`config.mk`:
```
export PLATFORM = sky130hd
export DESIGN_NAME = program_loader_flat
export DESIGN_NICKNAME = d
export VERILOG_FILES = /design/src/rtl/program_loader_if.sv /design/src/rtl/program_loader.sv /design/src/flat_wrapper.sv
export SDC_FILE = /design/constraint.sdc
export NUM_CORES = 1
export LEC_CHECK = 0
export CAP_MARGIN = 20
export CORE_ASPECT_RATIO = 0.8
export CORE_MARGIN = 3
export CORE_UTILIZATION = 48
export CTS_CLUSTER_SIZE = 14
export DETAILED_ROUTE_END_ITERATION = 7
export PLACE_DENSITY = 0.82
export SLEW_MARGIN = 5
export SYNTH_ARGS = -nofsm -noshare
export SYNTH_HDL_FRONTEND = slang
export SYNTH_SLANG_ARGS = --single-unit
```
`constraint.sdc`:
```
create_clock -name clk -period 3.55 [get_ports clk]
set_clock_uncertainty 0.05 [all_clocks]
set_input_delay 0.5325 -clock clk [delete_from_list [all_inputs] [get_ports clk]]
set_output_delay 0.5325 -clock clk [all_outputs]
set_load 0.02 [all_outputs]
```
`src/rtl/program_loader_if.sv`:
```
// rtl/program_loader_if.sv - host pin / RAM write bus between the host side and the program loader.
interface program_loader_if #(parameter int ADDR_W = 4);
  logic              load_en;
  logic              strobe;
  logic [7:0]        data_in;
  logic [ADDR_W-1:0] ram_addr;
  logic [7:0]        ram_data;
  logic              ram_we;
  logic              byte_ack;
  logic              cpu_run;
  logic              done;
  logic              err;

  modport master (
    output load_en, strobe, data_in,
    input  ram_addr, ram_data, ram_we, byte_ack, cpu_run, done, err
  );

  modport slave (
    input  load_en, strobe, data_in,
    output ram_addr, ram_data, ram_we, byte_ack, cpu_run, done, err
  );
endinterface

```
`src/rtl/program_loader.sv`:
```
// rtl/program_loader.sv - byte-serial program loader writing 2**ADDR_W words to RAM, then releasing the CPU.
// LOADER_CHECKSUM_EN adds a trailing checksum byte with CHECK/ERROR states.
module program_loader #(
  parameter int ADDR_W = 4
) (
  input  logic             clk,
  input  logic             rst_n,
  program_loader_if.slave  bus
);

  typedef enum logic [2:0] {IDLE, WAIT_BYTE, WRITE, CHECK, RUN, ERROR} state_t;

  localparam logic [ADDR_W-1:0] LAST_ADDR = '1;

  state_t            state, state_nxt;
  logic              sync1, sync2, sync_prev;
  logic              byte_evt;
  logic [ADDR_W-1:0] addr_q;
  logic [ADDR_W-1:0] wr_ptr;
  logic [7:0]        data_q;
  logic              done_q;
`ifdef LOADER_CHECKSUM_EN
  logic [7:0]        sum_q;
  logic [7:0]        chk_total;
  assign chk_total = sum_q + bus.data_in;
`endif

  // Third flop gives the rising edge of the synchronized strobe, one pulse per host byte.
  always_ff @(posedge clk) begin
    if (!rst_n) begin
      sync1     <= 1'b0;
      sync2     <= 1'b0;
      sync_prev <= 1'b0;
    end else begin
      sync1     <= bus.strobe;
      sync2     <= sync1;
      sync_prev <= sync2;
    end
  end

  assign byte_evt = sync2 & ~sync_prev;

  always_ff @(posedge clk) begin
    if (!rst_n) state <= IDLE;
    else        state <= state_nxt;
  end

  always_comb begin
    state_nxt = state;
    case (state)
      IDLE:      state_nxt = bus.load_en ? WAIT_BYTE : RUN;
      WAIT_BYTE: begin
        if (!bus.load_en)  state_nxt = RUN;
        else if (byte_evt) state_nxt = WRITE;
      end
      WRITE: begin
        if (addr_q != LAST_ADDR) state_nxt = WAIT_BYTE;
`ifdef LOADER_CHECKSUM_EN
        else                     state_nxt = CHECK;
`else
        else                     state_nxt = RUN;
`endif
      end
`ifdef LOADER_CHECKSUM_EN
      CHECK: begin
        if (!bus.load_en)  state_nxt = RUN;
        else if (byte_evt) state_nxt = (chk_total == 8'd0) ? RUN : ERROR;
      end
`endif
      RUN, ERROR: state_nxt = state;
      default:    state_nxt = IDLE;
    endcase
  end

  // wr_ptr is the next free word; ram_addr keeps the most recently written one, so an abort leaves it there.
  always_ff @(posedge clk) begin
    if (!rst_n) begin
      addr_q <= '0;
      wr_ptr <= '0;
      data_q <= 8'd0;
      done_q <= 1'b0;
`ifdef LOADER_CHECKSUM_EN
      sum_q  <= 8'd0;
`endif
    end else begin
      case (state)
        IDLE: begin
          addr_q <= '0;
          wr_ptr <= '0;
        end
        WAIT_BYTE: begin
          if (bus.load_en && byte_evt) begin
            data_q <= bus.data_in;
            addr_q <= wr_ptr;
          end
        end
        WRITE: begin
`ifdef LOADER_CHECKSUM_EN
          sum_q <= sum_q + data_q;
`endif
          if (addr_q != LAST_ADDR) wr_ptr <= wr_ptr + 1'b1;
`ifndef LOADER_CHECKSUM_EN
          else                     done_q <= 1'b1;
`endif
        end
`ifdef LOADER_CHECKSUM_EN
        CHECK: begin
          if (bus.load_en && byte_evt && chk_total == 8'd0) done_q <= 1'b1;
        end
`endif
        default: ;
      endcase
    end
  end

  assign bus.ram_addr = addr_q;
  assign bus.ram_data = data_q;
  assign bus.ram_we   = (state == WRITE);
  assign bus.byte_ack = (state == WRITE);
  assign bus.cpu_run  = (state == RUN);
  assign bus.done     = done_q;
`ifdef LOADER_CHECKSUM_EN
  assign bus.err      = (state == ERROR);
`else
  assign bus.err      = 1'b0;
`endif

endmodule
```
`src/flat_wrapper.sv`:
```
// flat-port wrapper written by rule: the top's interface ports become plain ports
module program_loader_flat 
#(
  parameter int ADDR_W = 4
)
  (clk, rst_n, bus_load_en, bus_strobe, bus_data_in, bus_ram_addr, bus_ram_data, bus_ram_we, bus_byte_ack, bus_cpu_run, bus_done, bus_err);
  program_loader_if #(.ADDR_W(ADDR_W)) bus_i ();
  input  logic clk;
  input  logic rst_n;
  input wire logic [$bits(bus_i.load_en)-1:0] bus_load_en;
  input wire logic [$bits(bus_i.strobe)-1:0] bus_strobe;
  input wire logic [$bits(bus_i.data_in)-1:0] bus_data_in;
  output wire logic [$bits(bus_i.ram_addr)-1:0] bus_ram_addr;
  output wire logic [$bits(bus_i.ram_data)-1:0] bus_ram_data;
  output wire logic [$bits(bus_i.ram_we)-1:0] bus_ram_we;
  output wire logic [$bits(bus_i.byte_ack)-1:0] bus_byte_ack;
  output wire logic [$bits(bus_i.cpu_run)-1:0] bus_cpu_run;
  output wire logic [$bits(bus_i.done)-1:0] bus_done;
  output wire logic [$bits(bus_i.err)-1:0] bus_err;
  assign bus_i.load_en = bus_load_en;
  assign bus_i.strobe = bus_strobe;
  assign bus_i.data_in = bus_data_in;
  assign bus_ram_addr = bus_i.ram_addr;
  assign bus_ram_data = bus_i.ram_data;
  assign bus_ram_we = bus_i.ram_we;
  assign bus_byte_ack = bus_i.byte_ack;
  assign bus_cpu_run = bus_i.cpu_run;
  assign bus_done = bus_i.done;
  assign bus_err = bus_i.err;
  program_loader #(.ADDR_W(ADDR_W)) u_core (.clk(clk), .rst_n(rst_n), .bus(bus_i));
endmodule
```
==> results of run 1 <==
-- metrics by stage --
stage,instances,setup slack [ps],utilization (%)
floorplan,105,1900,-
global placement,148,1510,68.4
detailed placement,148,1490,68.4
CTS,152,1130,70.0
global route,152,1020,70.0
finish,152,1150,70.0
-- kinds of logic after synthesis --
family / synth area share, %
simple gates: 30.5
flops: 49.9
compound gates: 10.2
buf+inv: 4.75
xor+xnor: 2.85
fa+ha+maj: 1.36
other cells: 0.407
-- layout make-up --
cell class | count | area (sq um) | share of cell area (%)
Multi-Input combinational cell | 75 | 418 | 34.6
Clock inverter | 1 | 5.00 | 0.415
Clock buffer | 3 | 22.5 | 1.87
Sequential cell | 23 | 460 | 38.1
Timing Repair Buffer | 27 | 270 | 22.4
Inverter | 1 | 3.75 | 0.311
Tap cell | 22 | 27.5 | 2.28
-- layer usage --
layer / vias to the layer above / global-route usage, % / share of wire [%]
li1: 396 / - / -
met1: 377 / 22.5 / 43
met2: 23 / 30.4 / 51
met3: 2 / 6.27 / 5.5
met4: 0 / 5.83 / 0.46
met5: - / 0 / 0
-- how the worst min path moves through the flow --
stage                           start                      to  slack, ps  depth (start not counted)
3_5_place_dp             u_core.sync1            u_core.sync2        380                          1
4_1_cts                  u_core.sync1            u_core.sync2        410                          1
5_1_grt        u_core.bus.ram_data[0]  u_core.bus.ram_data[0]        430                          2
3_3_place_gp             u_core.sync1            u_core.sync2        370                          1
2_1_floorplan            u_core.sync1            u_core.sync2        360                          1
6_report                 u_core.sync1            u_core.sync2        400                          1
-- power breakdown --
group	internal (W)	total, W	switching [W]
clock	0.0000421	0.000119	0.0000772
sequential	0.000262	0.000266	0.00000442
combinational	0.0000204	0.0000369	0.0000166
total	0.000324	0.000422	0.0000982
-- cell usage in the layout, fill, tap and decap left out, drive strengths merged, types with 2 or more instances in the layout --
master	synthesis	layout
clkinv	1	2
a21oi	13	13
nand2	22	22
xor2	3	3
clkdlybuf4s50	0	27
and2	3	3
nand3	7	7
nor2b	2	2
nor2	10	10
clkbuf	0	3
dfxtp	23	23
nor3b	2	2
-- registers in the layout, summed over array words and instances, names as in the netlist --
name                 count
u_core.bus.done          1
u_core.sync2             1
u_core.bus.ram_addr      4
u_core.bus.ram_data      8
u_core.wr_ptr            4
u_core.state             3
u_core.sync_prev         1
u_core.sync1             1
-- Yosys cell counts --
cell	n	area, sq um
a21o_1	1	7.51
nand3_1	7	35.0
or2b_2	1	8.76
a21oi_2	1	8.76
conb_1	1	3.75
nor3b_4	1	18.8
nand3b_1	1	7.51
and2_1	3	18.8
nand2_1	22	82.6
buf_4	2	15.0
nand4_1	1	6.26
and3b_2	1	10.0
buf_6	1	11.3
o211ai_1	1	7.51
nor2_1	10	37.5
nor2b_2	1	8.76
a222oi_1	1	10.0
nor3b_1	1	7.51
a21oi_1	12	60.1
or3_1	1	6.26
dfxtp_1	23	460
nor4b_1	1	8.76
nor3_1	1	5.00
buf_2	2	10.0
buf_1	1	3.75
nor2b_4	1	13.8
clkinv_1	1	3.75
ha_1	1	12.5
xor2_1	3	26.3
and3_1	1	6.26
-- critical path, delay by kind of cell (launching register included) --
| kind | cells | cell delay, ps |
|---|---|---|
| AND/OR/NAND/NOR | 1 | 360 |
| flip-flops | 1 | 480 |
| buffers and inverters | 1 | 670 |
==> run metrics, run 1 <==
Worst Hold Class=reg2reg; first-pass GRT wire length=3280 um; Final Hold Violating Endpoints=0; Syn Nets=118; Arr. time, crit path=1820 ps; # hold bufs at CTS=0; clk sinks=23; Cell variety after synth=30; final setup vio count=0; cell row count=13; pwr dens=350 nW/um^2; worst r2r path cells=4; post-synthesis sequential area ratio=49.9%; WL/cell=12.9 um; reg2reg setup slack=1940 ps; Vias/cell=5.25; Avg Inst Size Synth=8.78 sq um; max_cap viols=0; Clock Latency Late Sink=310 ps; total track usage=18.4%; Antenna Cells=0; Core Box Area=1720 sq um; Worst Path Required=2970 ps; Design Area, Final=1210 sq um; Initial Util=53.5%; LEAKAGE=0.426 nW; Via Count=798; worst reg2reg path startpoint=u_core.sync2; Worst IR Drop VDD=327 uV; Synth Cell Area=922 sq um; filler instances=148; number of buffers created by CTS=3; Setup crit start=u_core.state[1]; IO Port Bufs=27; Post-Syn Instances=105; die height=45.2 um; final WL=1960 um; count of pins over their slew limit=0; Setup crit end=bus_byte_ack; crit-path max FO=7; GR Overflow Total=0; fmax=416 MHz; clock root buffer=clkbuf_4; CP Class=reg2out; slowest CP cell=clkdlybuf4s50_1; Post-DP Area=1180 sq um; largest net degree at the start of global routing=18; CTS Buffer Depth=2; Final Power=0.000422 W; share of post-route cells with drive strength above 1=7.69%; CP peak stage delay=670 ps; yosys warns=0; CTS tree=built; post-CTS sizing=0; GPL Wtd Cong=0.716; Final min period=2400 ps; hpwl dp=1480 um; run status=finished, final reports clean; initial antenna violation count=0; period utilisation layout=67.7%; DRT antenna net count=0; nets@finish=144; Die W=55.0 um; drt first pass iters=5; number of I/O pins=29; worst path cell trace=nor3b_4 -> clkdlybuf4s50_1; number of synthesized register bits=23; clock transition at the registers of the reported paths=120 ps; die area=2490 sq um; CP startpoint kind=flip-flop; Area growth, synth to finish=30.9%; Starting DRT DRC Count=8; DRC Markers=0; postcts setup bufs=0; vias in the first global route=731; htree depth=1; CP endpoint kind=output pin; TNS Setup=0 ps; worst r2r dst=u_core.bus.ram_addr[2]; Slew @ Worst Pin=519 ps; RSZ-0062 raised after global routing=no; WHS=404 ps; slew margin rel.=65.3%
Note: power is estimated with default switching activity, not from simulation.
==> run 2: changes to the inputs <==
--- a/config.mk
+++ b/config.mk
@@ -8,10 +8,10 @@
 export CAP_MARGIN = 20
 export CORE_ASPECT_RATIO = 0.8
 export CORE_MARGIN = 3
-export CORE_UTILIZATION = 48
+export CORE_UTILIZATION = 40
 export CTS_CLUSTER_SIZE = 14
 export DETAILED_ROUTE_END_ITERATION = 7
-export PLACE_DENSITY = 0.82
+export PLACE_DENSITY = 0.73
 export SLEW_MARGIN = 5
 export SYNTH_ARGS = -nofsm -noshare
 export SYNTH_HDL_FRONTEND = slang
==> constraint.sdc (replaced) <==
create_clock -name clk -period 2.1 [get_ports clk]
set_clock_uncertainty 0.05 [all_clocks]
set_input_delay 0.315 -clock clk [delete_from_list [all_inputs] [get_ports clk]]
set_output_delay 0.315 -clock clk [all_outputs]
set_load 0.02 [all_outputs]
==> run 2 against run 1 <==
  * Sequential power increased by 69%
  * Design area increased by 2.1%
  * Clock power increased by 62%
  * Cell count increased by 3.3%
  * Die area increased by 17%
  * Setup slack got worse by 1000 ps
  * Routed wire length decreased by 4.8%
  * Via count decreased by 2.4%
  * Combinational power increased by 78%
  * Largest cell class unchanged
==> run metrics, run 2 (same netlist as run 1, synthesis figures left out) <==
WL/cell=11.9 um (was 12.9 um); CP startpoint kind=flip-flop (unchanged); die area=2920 sq um (was 2490 sq um); Starting DRT DRC Count=13 (was 8); Reg power frac=63.5% (was 63.0%); Core Box Area=2030 sq um (was 1720 sq um); drt first pass iters=4 (was 5); Arr. time, crit path=1620 ps (was 1820 ps); IO Port Bufs=27 (unchanged); Internal Power=0.000553 W (was 0.000324 W); total track usage=14.3% (was 18.4%); clk sinks=23 (unchanged); Initial Util=45.4% (was 53.5%); first-pass GRT wire length=3280 um (unchanged); die height=48.9 um (was 45.2 um); htree depth=1 (unchanged); Area growth, synth to finish=33.6% (was 30.9%); DP Worst Slack=233 ps (was 1490 ps); Clock Latency Late Sink=300 ps (was 310 ps); vias in the first global route=755 (was 731); pwr dens=575 nW/um^2 (was 350 nW/um^2); most common cell after layout, fill and taps aside=clkdlybuf4s50_1 (unchanged); switching fraction of total power=21.9% (was 23.3%); CP Class=reg2out (unchanged); RSZ-0062 raised after global routing=no (unchanged); max_cap viols=0 (unchanged); LEAKAGE=0.444 nW (was 0.426 nW); Antenna Cells=0 (unchanged); clock transition at the registers of the reported paths=110 ps (was 120 ps); nets@finish=147 (was 144); GR Overflow Total=0 (unchanged); number of I/O pins=29 (unchanged); max reg flops=8 (unchanged); Vias/cell=4.96 (was 5.25); clock root buffer=clkbuf_4 (unchanged); Final Hold Violating Endpoints=0 (unchanged); TNS Setup=0 ps (unchanged); Final Power=0.000708 W (was 0.000422 W); cell row count=14 (was 13); # hold bufs at CTS=0 (unchanged); Worst IR Drop VDD=577 uV (was 327 uV); clock share of power=27.2% (was 28.3%); period utilisation layout=94.4%; most frequent cells in the layout=clkdlybuf4s50_1 (26), nand2_1 (22), dfxtp_1 (21), a21oi_1 (12), nor2_1 (10) (was clkdlybuf4s50_1 (27), dfxtp_1 (23), nand2_1 (22), a21oi_1 (12), nor2_1 (10)); Psw=0.000155 W (was 0.0000982 W); fmax=504 MHz; GPL Wtd Cong=0.714 (was 0.716); final worst slack=117 ps (was 1150 ps); CTS tree=built (unchanged); largest net degree at the start of global routing=14 (was 18); Worst Hold Class=reg2reg (unchanged); CTS Buffer Depth=2 (unchanged); DRT antenna net count=0 (unchanged); number of buffers created by CTS=3 (unchanged); hpwl dp=1430 um (was 1480 um); share of post-route cells with drive strength above 1=10.5% (was 7.69%); final WL=1860 um (was 1960 um); final setup vio count=0 (unchanged); Via Count=779 (was 798); run status=finished, final reports clean (unchanged); combinational power share=9.2% (was 8.7%); Die W=59.7 um (was 55.0 um); CP endpoint kind=output pin (unchanged); count of pins over their slew limit=0 (unchanged); DRC Markers=0 (unchanged); initial antenna violation count=0 (unchanged); Final min period=1980 ps; Worst Path Required=1740 ps (was 2970 ps); crit-path max FO=7 (unchanged)
## run 2: cell types whose count changed in the layout (fill, tap and decap cells not counted)
cell / previous run / this run
buf_4: 0 / 3
clkbuf_1: 0 / 1
clkdlybuf4s50_1: 27 / 26
clkinv_2: 1 / 0
dfxtp_1: 23 / 21
dfxtp_2: 0 / 2
dlygate4sd2_1: 0 / 1
## run 2: worst max-delay path: stages, from the launching register on
cell,delay (ps)
dfxtp_2,410
nor3b_4,270
clkdlybuf4s50_1,650
## run 2: path summary, 6_finish.rpt
kind | startpoint | slack [ps] | end | cells after the start
max | u_core.state[1] | 120 | bus_ram_we | 2
min reg2reg | u_core.sync1 | 400 | u_core.sync2 | 1
max reg2reg | u_core.sync2 | 570 | u_core.bus.ram_addr[1] | 4
min | u_core.sync1 | 400 | u_core.sync2 | 1
## run 2: repair_timing
| item | 4_1_cts | 5_1_grt |
|---|---|---|
| hold endpoints to repair | 0 | 0 |
| gates resized for setup | 1 | 2 |
| setup buffers | 1 | 0 |
| endpoints found under the setup margin | 2 | 2 |
## run 2: power by group through the flow
stage / sequential, W / clock, W / combinational, W
after floorplan: 0.000459 / 0 / 0.0000335
after global placement: 0.000459 / 0 / 0.0000644
after detailed placement: 0.000459 / 0 / 0.0000655
after CTS: 0.000450 / 0.000204 / 0.0000658
after global routing: 0.000452 / 0.000222 / 0.0000711
final: 0.000450 / 0.000193 / 0.0000655
## run 2: through the flow
stage          hold WS (ps)  area (sq um)  util (%)  cells
3_5_place_dp            376          1200      58.9    152
4_1_cts                 405          1230      60.5    157
5_1_grt                 425          1230      60.7    157
2_1_floorplan           362           922         -    105
3_3_place_gp            365          1200      58.9    152
6_report                397          1230      60.7    157
## run 2: layout make-up
| cell class | instances | area, sq um |
|---|---|---|
| well taps | 24 | 30.0 |
| fillers | 182 | 800 |
| flip-flops and latches | 23 | 463 |
| clock buffers | 4 | 26.3 |
| multi-input cells | 75 | 418 |
| repair buffers | 30 | 292 |
| inverters | 1 | 3.75 |
## run 2: layer usage
metal  GRT usage [%]  vias to the layer above  wire length [um]
met5               0                        -                 0
met4            4.06                        0                12
met3            5.29                        2                89
met2            22.5                       16               920
met1            18.2                      353               840
li1                -                      408                 -
==> variant 1 (flow settings as in run 2) <==
`ADDR_W` is set to 4 in 3 places; all go to 6.
--- a/src/rtl/program_loader_if.sv
+++ b/src/rtl/program_loader_if.sv
@@ -1,5 +1,5 @@
 // rtl/program_loader_if.sv - host pin / RAM write bus between the host side and the program loader.
-interface program_loader_if #(parameter int ADDR_W = 4);
+interface program_loader_if #(parameter int ADDR_W = 6);
   logic              load_en;
   logic              strobe;
   logic [7:0]        data_in;
--- a/src/rtl/program_loader.sv
+++ b/src/rtl/program_loader.sv
@@ -1,7 +1,7 @@
 // rtl/program_loader.sv - byte-serial program loader writing 2**ADDR_W words to RAM, then releasing the CPU.
 // LOADER_CHECKSUM_EN adds a trailing checksum byte with CHECK/ERROR states.
 module program_loader #(
-  parameter int ADDR_W = 4
+  parameter int ADDR_W = 6
 ) (
   input  logic             clk,
   input  logic             rst_n,
--- a/src/flat_wrapper.sv
+++ b/src/flat_wrapper.sv
@@ -1,7 +1,7 @@
 // flat-port wrapper written by rule: the top's interface ports become plain ports
 module program_loader_flat 
 #(
-  parameter int ADDR_W = 4
+  parameter int ADDR_W = 6
 )
   (clk, rst_n, bus_load_en, bus_strobe, bus_data_in, bus_ram_addr, bus_ram_data, bus_ram_we, bus_byte_ack, bus_cpu_run, bus_done, bus_err);
   program_loader_if #(.ADDR_W(ADDR_W)) bus_i ();
Ports: changed (resized bus_ram_addr); port bits go from 29 to 31. The function was not compared with the original's and may differ.
==> variant 1 against run 2 <==
- power grew 26%
- critical path type unchanged
- global-route usage shrank 0.29 points
- cell area grew 23%
- routed wire length grew 23%
- critical endpoint is now bus_cpu_run
- synthesized area grew 29%
- sequential cell count grew 4
- largest power group unchanged
- non-clock buffer count is the same
- setup slack lost 0.012 ns
- highest routed layer unchanged
==> variant 1: results (changes against run 2) <==
Worst setup path
The worst register-to-register path ends at u_core.wr_ptr[5]. The register-to-register setup slack was 0.64 ns (+0.07 ns). In this run the critical register-to-register path is launched from u_core.state[0]. In this run the worst setup path begins at u_core.state[2].

Power and ir drop
The portion of total power attributed to combinational logic came to 8.2% (-1.0 points). The fraction of power consumed by the clock network is 32.8% (+5.6 points). The clock distribution power came to 292 uW (+51%). The static leakage is 0.000543 uW (+22%). The worst ir drop on vdd is 0.459 mV (-20%).

Global route
The met3 usage came to 5.54% (+0.25 points). The first-pass GRT wire length is 3880 um (+18%). The total track usage is 14.0% (-0.29 points).

The number of global-route vias before repair is 889 (+18%). The largest net degree at the start of global routing is 20 (+6). The met1 demand-to-capacity share in global routing came to 16.4% (-1.7 points). The global-route track usage on met2 is 23.8% (+1.3 points).

Synthesis
The net count after synthesis is 135 (+14%). The post-synthesis share of cell area spent on xor and xnor gates is 2.20% (-0.65 points). The average cell area after synthesis is 9.77 um^2 (+11%). The adder-cell share of the synthesized area was 1.05% (-0.31 points). The synthesized-area fraction occupied by ao, oa, aoi and oai cells is 8.60% (-1.6 points). The number of distinct library cell variants in the gate-level netlist after synthesis is 36 (+20%). The sequential-to-total area share from yosys stat was 45.3% (-4.6 points). Ranked by instance count, the synthesized netlist is headed by sky130_fd_sc_hd__dfxtp_1 (27), sky130_fd_sc_hd__nand2_1 (14), sky130_fd_sc_hd__mux2i_1 (13).

The fraction of synthesized area in multiplexers is 10.9% (+11 points). Yosys attributes the largest share of cell area to sky130_fd_sc_hd__dfxtp_1 (45%), sky130_fd_sc_hd__mux2i_1 (11%), sky130_fd_sc_hd__nand2_1 (4.4%).

Route
The routed length on met2 was 1060 um (+15%). The routed via count is 916 (+18%). The routed length on met3 was 159 um (+79%). The wire length the detailed router placed on met1 came to 1060 um (+27%). The post-detailed-routing wire length is 2300 um (+23%). The starting DRC count in detailed routing came to 68 (+55). The average wire length per cell after detail routing is 12.4 um (+4.7%).

Clock tree
The clock-pin slew on the worst setup and hold paths is 0.09 ns (-0.02 ns). The deepest level of the CTS H-tree came to 1 (unchanged). The clock latency reported for the late side of the worst-skew pair was 0.27 ns (-0.03 ns). The number of setup buffers added after CTS is 0 (-1). The number of buffers added by the clock tree synthesis step is 3 (unchanged). CTS placed an instance of sky130_fd_sc_hd__clkbuf_8 at the clock tree root. The post-cts gate resize count came to 2 (+1).

Timing
The worst hold slack across all endpoints is 0.393 ns (-0.00442 ns).

Cells and area
The number of nets at the end of the flow was 161 (+9.5%). The fraction of layout cells with a size suffix above 1 is 8.16% (-2.4 points).

Placed design
The estimated wirelength of the detail-placed design is 1750 um (+22%). The number of I/O port buffers is 29 (+7.4%). The cell count after placement is 181 (+19%). The placer's final routability congestion estimate was 0.857 (+20%). The pre-CTS setup slack came to 0.300 ns (+0.0669 ns).

Hold path
The worst hold path depth came to 1 (unchanged).

Status
The run finished with clean final reports.
[variant 1: worst max path at each step]
stage / to / slack (ns) / cells past startpoint
2_1_floorplan: bus_ram_we / 0.69 / 3
4_1_cts: bus_cpu_run / 0.1 / 2
3_3_place_gp: bus_ram_we / 0.34 / 2
3_5_place_dp: bus_ram_we / 0.30 / 2
5_1_grt: bus_cpu_run / 0.03 / 2
6_report: bus_cpu_run / 0.11 / 2
[variant 1: final cells by class]
class	instances	area [um^2]
fillers	274	1290
multi-input cells	86	584
flip-flops and latches	27	541
repair buffers	30	295
well taps	38	47.5
clock buffers	3	41.3
clock inverters	1	5.00
[variant 1: worst max-delay path, cell delays in order (launching register included)]
cell                              delay, ns
sky130_fd_sc_hd__dfxtp_1               0.50
sky130_fd_sc_hd__nor3b_1               0.23
sky130_fd_sc_hd__clkdlybuf4s50_1       0.63
==> variant 2 (flow settings as in run 2) <==
Made on the original files. The 6 states of `state_t` get a one-hot encoding in 6 bits.
--- a/src/rtl/program_loader.sv
+++ b/src/rtl/program_loader.sv
@@ -8,7 +8,7 @@
   program_loader_if.slave  bus
 );
 
-  typedef enum logic [2:0] {IDLE, WAIT_BYTE, WRITE, CHECK, RUN, ERROR} state_t;
+  typedef enum logic [5:0] {IDLE = 6'b000001, WAIT_BYTE = 6'b000010, WRITE = 6'b000100, CHECK = 6'b001000, RUN = 6'b010000, ERROR = 6'b100000} state_t;
 
   localparam logic [ADDR_W-1:0] LAST_ADDR = '1;
 
Formal check against the unedited RTL: same outputs for any inputs over 10 cycles, from zero or initial values and one cycle with rst_n low; not proved beyond that.
==> variant 2 against run 2 <==
- setup slack gained 0.0025 ns
- via count is 18% higher
- count of clock-buffer cells in the layout unchanged
- utilization decreased by 4.3 points
- cell area grew 14%
- routed wire length grew 19%
- power up 19%
- non-clock buffer count grew 5
- sequential cell count is 1 higher
- critical path depth rose by 2
- fmax up 0.13%
- combinational power increased by 94%
- global-route usage down 0.13 points
- synthesized area increased by 17%
==> variant 2: results (changes against run 2) <==
Synthesis
The proportion of synthesized flip-flops having asynchronous set or reset is 0% (unchanged). The average cell area after synthesis was 9.04 um^2 (+3.0%). Sorting the synthesized cells by area gives the leading types as sky130_fd_sc_hd__dfxtp_1 (45%), sky130_fd_sc_hd__mux2i_1 (7.4%), sky130_fd_sc_hd__nand2_1 (5.9%). The number of distinct library cell variants in the gate-level netlist after synthesis came to 39 (+30%).

The net count after synthesis is 132 (+12%). The total number of yosys warnings is 0 (unchanged). By count the netlist is led by sky130_fd_sc_hd__dfxtp_1 (24), sky130_fd_sc_hd__nand2_1 (17), sky130_fd_sc_hd__mux2i_1 (8).

The sequential-to-total area share from yosys stat is 44.7% (-5.3 points).

Placed design
The pre-CTS setup slack was 0.0551 ns (-0.178 ns). The cell count after placement is 176 (+16%). The placer's final routability congestion estimate is 0.791 (+11%). The number of I/O port buffers is 27 (unchanged).

The estimated wirelength of the detail-placed design came to 1690 um (+18%).

Clock tree
The clock latency reported for the late side of the worst-skew pair came to 0.32 ns (+0.02 ns). After clock tree synthesis, the clock-pin slew on the worst setup and hold paths is 0.12 ns. The number of setup buffers added after CTS is 0 (-1). The root buffer cell chosen for the clock tree is sky130_fd_sc_hd__clkbuf_4. The deepest level of the CTS H-tree came to 1 (unchanged). The clock tree buffer depth is 2 (unchanged). The number of buffers added by the clock tree synthesis step is 3 (unchanged).

Cells and area
The fill cell instance count of the final layout is 225 (+24%). The fraction of layout cells with a size suffix above 1 is 11.8% (+1.3 points). The number of standard cells in the final layout excluding fillers is 180 (+15%). The number of diodes added for antenna fixing is 0 (unchanged). The number of nets at the end of the flow is 158 (+7.5%). The number of flip-flops in the largest register was 8 (unchanged).

Hold path
The worst hold path depth came to 1 (unchanged). The launch point of the worst hold path is u_core.sync1. The type of the most critical hold path is flop to flop. The end of the worst hold path is u_core.sync2.

Worst setup path
The endpoint arrival time on the critical path is 1.62 ns (about the same). The worst-case reg-to-reg path depth came to 4 (unchanged). The critical path starts at u_core.state[4].

The critical-path maximum fanout is 5 (-2). On the critical path, the stage with the largest delay is an instance of sky130_fd_sc_hd__dlygate4sd2_1. The largest stage delay on the critical path is 0.38 ns (-0.27 ns). In this run the critical register-to-register path is captured at u_core.wr_ptr[3]. The register-to-register setup slack was 0.29 ns (-0.28 ns).

Route
The starting DRC count in detailed routing is 104 (+91). The routed via count is 922 (+18%). The iteration count of the initial detailed-routing pass is 4 (unchanged). The post-detailed-routing wire length is 2210 um (+19%).

Global route
The number of antenna violations at the first check in global routing is 0 (unchanged). The first-pass GRT wire length is 3690 um (+13%). The total grt overflow came to 0 (unchanged). The largest net degree at the start of global routing came to 35 (+21). The number of global-route vias before repair is 805 (+6.6%).

The total track usage is 14.2% (-0.13 points).

Timing
Measured against its own limit, the worst slew margin works out to 66.0%.

Power and ir drop
The worst ir drop on vdd came to 0.280 mV (-51%). The static leakage is 0.000518 uW (+17%).

Status
The flow ran to the end, and the final reports show no timing, DRC or antenna violations.
-- variant 2: cell count changes after synthesis, moves of 3 or more --
cell	before	now
sky130_fd_sc_hd__a21oi_1	12	3
sky130_fd_sc_hd__nor2_1	10	1
sky130_fd_sc_hd__mux2i_1	0	8
sky130_fd_sc_hd__o21ai_0	0	7
sky130_fd_sc_hd__clkbuf_1	0	6
sky130_fd_sc_hd__nand2_1	22	17
sky130_fd_sc_hd__nand4_1	1	5
sky130_fd_sc_hd__inv_1	0	3
-- variant 2: cells by family (layout without fill, tap and decap cells) --
group	after synthesis	after routing	share of synthesized area, %
compound gates	21	21	13.0
xor+xnor	2	2	1.63
fa+ha+maj	1	1	1.16
buf+inv	17	42	7.79
flops	24	24	44.7
mux	8	8	7.44
other cells	1	1	0.349
simple gates	45	45	24.0
-- variant 2: worst max-delay path, delay by kind of cell, from the launching register on --
family	cells	cell delay (ns)
DFF	1	0.36
and+or+nand+nor	1	0.36
buffers and inverters	3	0.58
-- variant 2: final cells by class --
type	instances	area [um^2]	share of cell area, %
flip-flops and latches	24	480	34.1
multi-input cells	78	518	36.7
clock buffers	4	36.3	2.57
well taps	36	45.0	3.19
repair buffers	35	319	22.6
inverters	3	11.3	0.799
-- variant 2: timing repair --
| action | 4_1_cts | 5_1_grt |
|---|---|---|
| setup endpoints to repair | 3 | 2 |
| resized for setup | 4 | 4 |
| hold endpoints to repair | 0 | 0 |
| hold buffers | 0 | 0 |
-- variant 2: metrics by stage --
| step | utilization [%] | cell area (um^2) | hold slack (ns) |
|---|---|---|---|
| 2_1_floorplan | - | 1080 | 0.362 |
| 3_3_place_gp | 55.1 | 1380 | 0.373 |
| 3_5_place_dp | 55.1 | 1380 | 0.370 |
| 4_1_cts | 56.7 | 1420 | 0.401 |
| 5_1_grt | 56.4 | 1410 | 0.432 |
| 6_report | 56.4 | 1410 | 0.396 |
-- variant 2: worst max path at each step --
stage | depth (start not counted) | slack (ns) | end
finish | 4 | 0.12 | bus_cpu_run
global route | 4 | 0.01 | bus_cpu_run
CTS | 3 | 0.02 | bus_byte_ack
detailed placement | 4 | 0.06 | bus_cpu_run
global placement | 3 | 0.17 | bus_byte_ack
floorplan | 5 | 0.31 | bus_ram_we
-- variant 2: metal layers --
metal	GRT usage, %	part of all wire, %
met1	17.6	45
met2	23.3	49
met3	5.15	3.9
met4	3.94	1.9
met5	0	0
-- variant 2: where the power goes --
part / switching (uW) / internal (uW)
Clock: 137 / 106
Sequential: 5.20 / 466
Combinational: 63.9 / 63.2
Total: 206 / 636
